`config.mk`:
```
export PLATFORM = sky130hd
export DESIGN_NAME = freq_scaler
export DESIGN_NICKNAME = d
export VERILOG_FILES = /design/src/rtl/freq_scaler.sv
export SDC_FILE = /design/constraint.sdc
export NUM_CORES = 1
export LEC_CHECK = 0
export CAP_MARGIN = 20
export CORE_AREA = 5 5 42 44
export CTS_BUF_LIST = sky130_fd_sc_hd__clkbuf_4 sky130_fd_sc_hd__clkbuf_8
export DETAILED_ROUTE_END_ITERATION = 8
export DIE_AREA = 0 0 47 49
export HOLD_SLACK_MARGIN = 0.08
export PLACE_DENSITY_LB_ADDON = 0.2
export SLEW_MARGIN = 0
export SYNTH_ARGS = -nofsm -noshare
export SYNTH_HDL_FRONTEND = slang
export SYNTH_SLANG_ARGS = --single-unit
```
`constraint.sdc`:
```
create_clock -name clk_50MHz -period 2.1 [get_ports clk_50MHz]
set_clock_uncertainty 0.15 [all_clocks]
set_input_delay 0.63 -clock clk_50MHz [delete_from_list [all_inputs] [get_ports clk_50MHz]]
set_output_delay 0.63 -clock clk_50MHz [all_outputs]
set_load 0.005 [all_outputs]
```
`src/rtl/freq_scaler.sv`:
```
// freq_scaler: divides clk_50MHz by DIV into a 50 % duty clk_1MHz with an optional rise strobe
// Ports: clk_50MHz (system clock), rst (sync, active-high), en (count enable),
//        clk_1MHz (divided clock, registered), tick_1MHz (one-cycle strobe on each
//        clk_1MHz rise, registered), cnt (phase counter 0..DIV-1).
// Build option: define FREQ_SCALER_TICK_EN to build the tick_1MHz flop; otherwise it is tied to 0.
module freq_scaler #(
  parameter int DIV = 50,
  parameter int CW = $clog2(DIV)
) (
  input  logic          clk_50MHz,
  input  logic          rst,
  input  logic          en,
  output logic          clk_1MHz,
  output logic          tick_1MHz,
  output logic [CW-1:0] cnt
);
  localparam logic [CW-1:0] LAST = CW'(DIV - 1);
  localparam logic [CW-1:0] HALF = CW'(DIV / 2);
  if (DIV < 2 || DIV % 2 != 0) begin : g_bad_div
    $error("freq_scaler: DIV must be even and >= 2");
  end
  logic [CW-1:0] cnt_next;
  always_comb cnt_next = !en ? cnt : (cnt == LAST) ? '0 : cnt + CW'(1);
  // clk_1MHz is decoded from the value being loaded, so it changes on the same edge as cnt
  always_ff @(posedge clk_50MHz) begin
    if (rst) begin
      cnt      <= '0;
      clk_1MHz <= 1'b0;
    end else begin
      cnt      <= cnt_next;
      clk_1MHz <= cnt_next >= HALF;
    end
  end
`ifdef FREQ_SCALER_TICK_EN
  always_ff @(posedge clk_50MHz) begin
    if (rst) tick_1MHz <= 1'b0;
    else tick_1MHz <= en && cnt_next == HALF && cnt == HALF - CW'(1);
  end
`else
  assign tick_1MHz = 1'b0;
`endif
endmodule

```
Word level (Yosys, flattened, before mapping)
Index checks and enable logic that the tools add are counted.
Operators by class
  $add $sub $neg: 1
  order comparisons: 1
  eq/ne operators: 1
  multiplexer cells: 2
Operator list (number)
  2-to-1 mux 6 bit: 2
  adder 6 x 1 -> 6 bit, second input constant: 1
  equality test 6 bit, second input constant: 1
  greater-or-equal comparator 6 x 5 -> 1 bit, second input constant: 1
Storage, ports and cells
  flip-flop bits (word level): 7
  bits of input ports: 3
  output and inout bits: 8
  word-level logic and storage cells: 7

Depth between registers and ports, before layout
  depth in word-level cells: 4
  depth in mapped cells: 6
  mapped depth without buffers: 5

Worst setup path before layout
OpenSTA, ideal clock, no wires.
  kind: input -> register
  start: input port en
  end: register clk_1MHz
  arrival: 1.420 ns
  required time: 1.829 ns
  setup slack: 0.409 ns
  cell stages on the path: 5
  path buffers: 2
  path through: buf_4 > and4_1 > buf_4 > a221oi_2 > nor3_2
Between the ends
  longest elaborated chain between the ends: 2
Ends and longest elaborated chain
  start, declared: line 12  | input logic en,
  2-to-1 mux 6 bit: line 23  | always_comb cnt_next = !en ? cnt : (cnt == LAST) ? '0 : cnt + CW'(1);
  greater-or-equal comparator 6 x 5 -> 1 bit: line 31  | clk_1MHz <= cnt_next >= HALF;
  end signal, assigned: line 28  | clk_1MHz <= 1'b0;
  end signal, assigned: line 31
  end, declared: line 13  | output logic clk_1MHz,
Every way passes these cells.
A chain may end at the register's enable or synchronous reset.

Worst setup path after layout
  start: register cnt[5]
  end: output port cnt[5]
RTL lines
  start, declared: line 15  | output logic [CW-1:0] cnt
  start signal, assigned: line 30  | cnt <= cnt_next;
No word-level cell between the ends.

==> results.cfg <==
[status]
status = finished clean

[grt]
grt_pass1_vias = 298
grt_pass1_wl_um = 1370
grt_max_degree = 9
antenna_found_initial = 0
overflow = 0
grtUsageTotal_pct = 8.04

[synth]
syn_area_um2 = 384
synth.yosys.seq_area_share_pct = 36.5
synth_seq_cells = 7
syn_inst = 40
ys_types = 21
postSynthAreaPerCell_um2 = 9.60
ys_warn_count = 0
syn_nets = 45

[detailed_routing]
postRouteAntennaNets = 0
wl_per_cell_um = 11.5
vias_per_cell = 4.73
wirelength_um = 772
first_iter_violations = 7
vias = 317
drc = 0
dr.pass1.iters = 4

[cts]
clock_latency_ps = 250
cts_max_level = 1
cts_made_buffers = 3
cts_buffer_depth = 2
cts_tree = done
cts_setup_buffers = 0
clk_pin_slew_ps = 60
ctsHoldBuffers = 0
cts_sinks = 7
ctsResizeCount = 0
cts-root-buf = clkbuf_4

[cells_and_area]
layout_common_cells = clkdlybuf4s50_1, xnor2_1, nor2_1, dfxtp_1, clkbuf_4
layout-drive-gt1-share_pct = 19.6
final_core_util_pct = 36.5
area_growth_pct = 33.2
final_area_um2 = 512
n_fill_cell = 154
antennaDiodeCount = 0
nets = 57
instances_no_fill = 67
layout_commonest_cell = clkdlybuf4s50_1

[timing]
setup_viol_count_final = 0
setup_slack_ps = 58.8
finalHoldViolCount = 0
fmax_mhz = 490
rsz0062_at_grt = false
tns_ps = 0
hold_ws_ps = 399
drv_slew = 0
fin_crit_sh_pct = 97.2
period_minus_slack_ps = 2040

[power_and_ir_drop]
power.total_mw = 0.321
irDropWorstVdd_mv = 0.313
power_density_mw_per_mm2 = 627
leakage_nw = 0.177

[place]
gp_congestion = 0.663
dp_slack_ps = -26.7
dpl-instance-area_um2 = 479
hpwl_um = 557
port_buffers = 9
placed_cells = 63

[floorplan]
die_x_um = 47
row_count = 14
core_mm2 = 0.00140
die_h_um = 49
dieArea_mm2 = 0.00230
ios = 11
initial_core_util_pct = 27.4

[setup_path]
cpMaxStageDelayCell = clkdlybuf4s50_1
start_kind = register
cp.arrival_ps = 1260
worstPathRequired_ps = 1320
crit_family = buffers and inverters
crit_chain = clkdlybuf4s50_1
worstSetupPathType = reg2out
crit_start = cnt[5]
crit_fanout = 6
endpoint_kind = primary output
cp_num_buf_inv = 1
r2r-start = cnt[0]
slowest_delay_ps = 550

[job]
maxCapViolations = 0

[worst_hold_path]
holdCritStartpoint = cnt[1]
hold_class = reg2reg
-- flip-flops by register name, indices dropped and copies added, names as in the netlist --
name	cells
cnt	6
clk_1MHz	1
-- final cells by class --
class | count | area [µm²] | area share, %
Clock buffer | 4 | 30.0 | 5.87
Inverter | 1 | 3.75 | 0.733
Multi-Input combinational cell | 29 | 218 | 42.5
Sequential cell | 7 | 143 | 27.9
Tap cell | 16 | 20.0 | 3.91
Timing Repair Buffer | 10 | 97.6 | 19.1
-- synthesized netlist by cell type (all sizes together) --
master,n,share of area (%)
xnor2,5,11
nor4bb,1,2.6
dfxtp,7,36
nor3,1,2.6
nand4,1,1.6
a211oi,1,2.0
nor2b,1,1.6
a31o,1,2.3
and4,1,2.3
xor2,2,4.6
ha,2,6.5
a221oi,1,3.9
nor4,1,1.6
a41oi,1,2.3
buf,3,5.9
nor2,5,4.9
inv,1,0.98
nand2,1,0.98
conb,1,0.98
o31ai,1,2.0
nand3,2,2.6
-- metal layers --
| layer | share of wire [%] | up-vias | GRT usage (%) |
|---|---|---|---|
| met2 | 41 | 10 | 9.05 |
| li1 | - | 165 | - |
| met4 | 0.78 | 0 | 5.53 |
| met1 | 52 | 140 | 12.4 |
| met5 | 0 | - | 0 |
| met3 | 5.7 | 2 | 2.21 |
-- kinds of logic (layout without fill, tap and decap cells) --
| group | count (synthesis) | after routing | share of synthesized area (%) |
|---|---|---|---|
| and+or+nand+nor | 14 | 14 | 20.9 |
| xor gates and xnor gates | 7 | 7 | 16.0 |
| DFF | 7 | 7 | 36.5 |
| AOI/OAI and AO/OA | 5 | 5 | 12.4 |
| buffers and inverters | 4 | 15 | 6.84 |
| adders and majority gates | 2 | 2 | 6.51 |
| other | 1 | 1 | 0.976 |
-- worst paths after layout --
kind	end	slack, ps	cells past startpoint
max reg2reg	clk_1MHz	500	5
min	cnt[1]	400	2
min reg2reg	cnt[1]	400	2
max	cnt[5]	60	1
-- worst min-delay path: stages, from the launching register on --
cell and delay, ps:
dfxtp_1 350, nor2_1 100, a211oi_1 50
-- power by group --
part | internal, mW | leakage [nW] | switching [mW]
clock network | 0.0856 | 0.0184 | 0.0524
registers | 0.137 | 0.0579 | 0.00772
logic | 0.0218 | 0.101 | 0.0160
total | 0.245 | 0.177 | 0.0761
No activity file was read; power rests on OpenSTA's default activity.
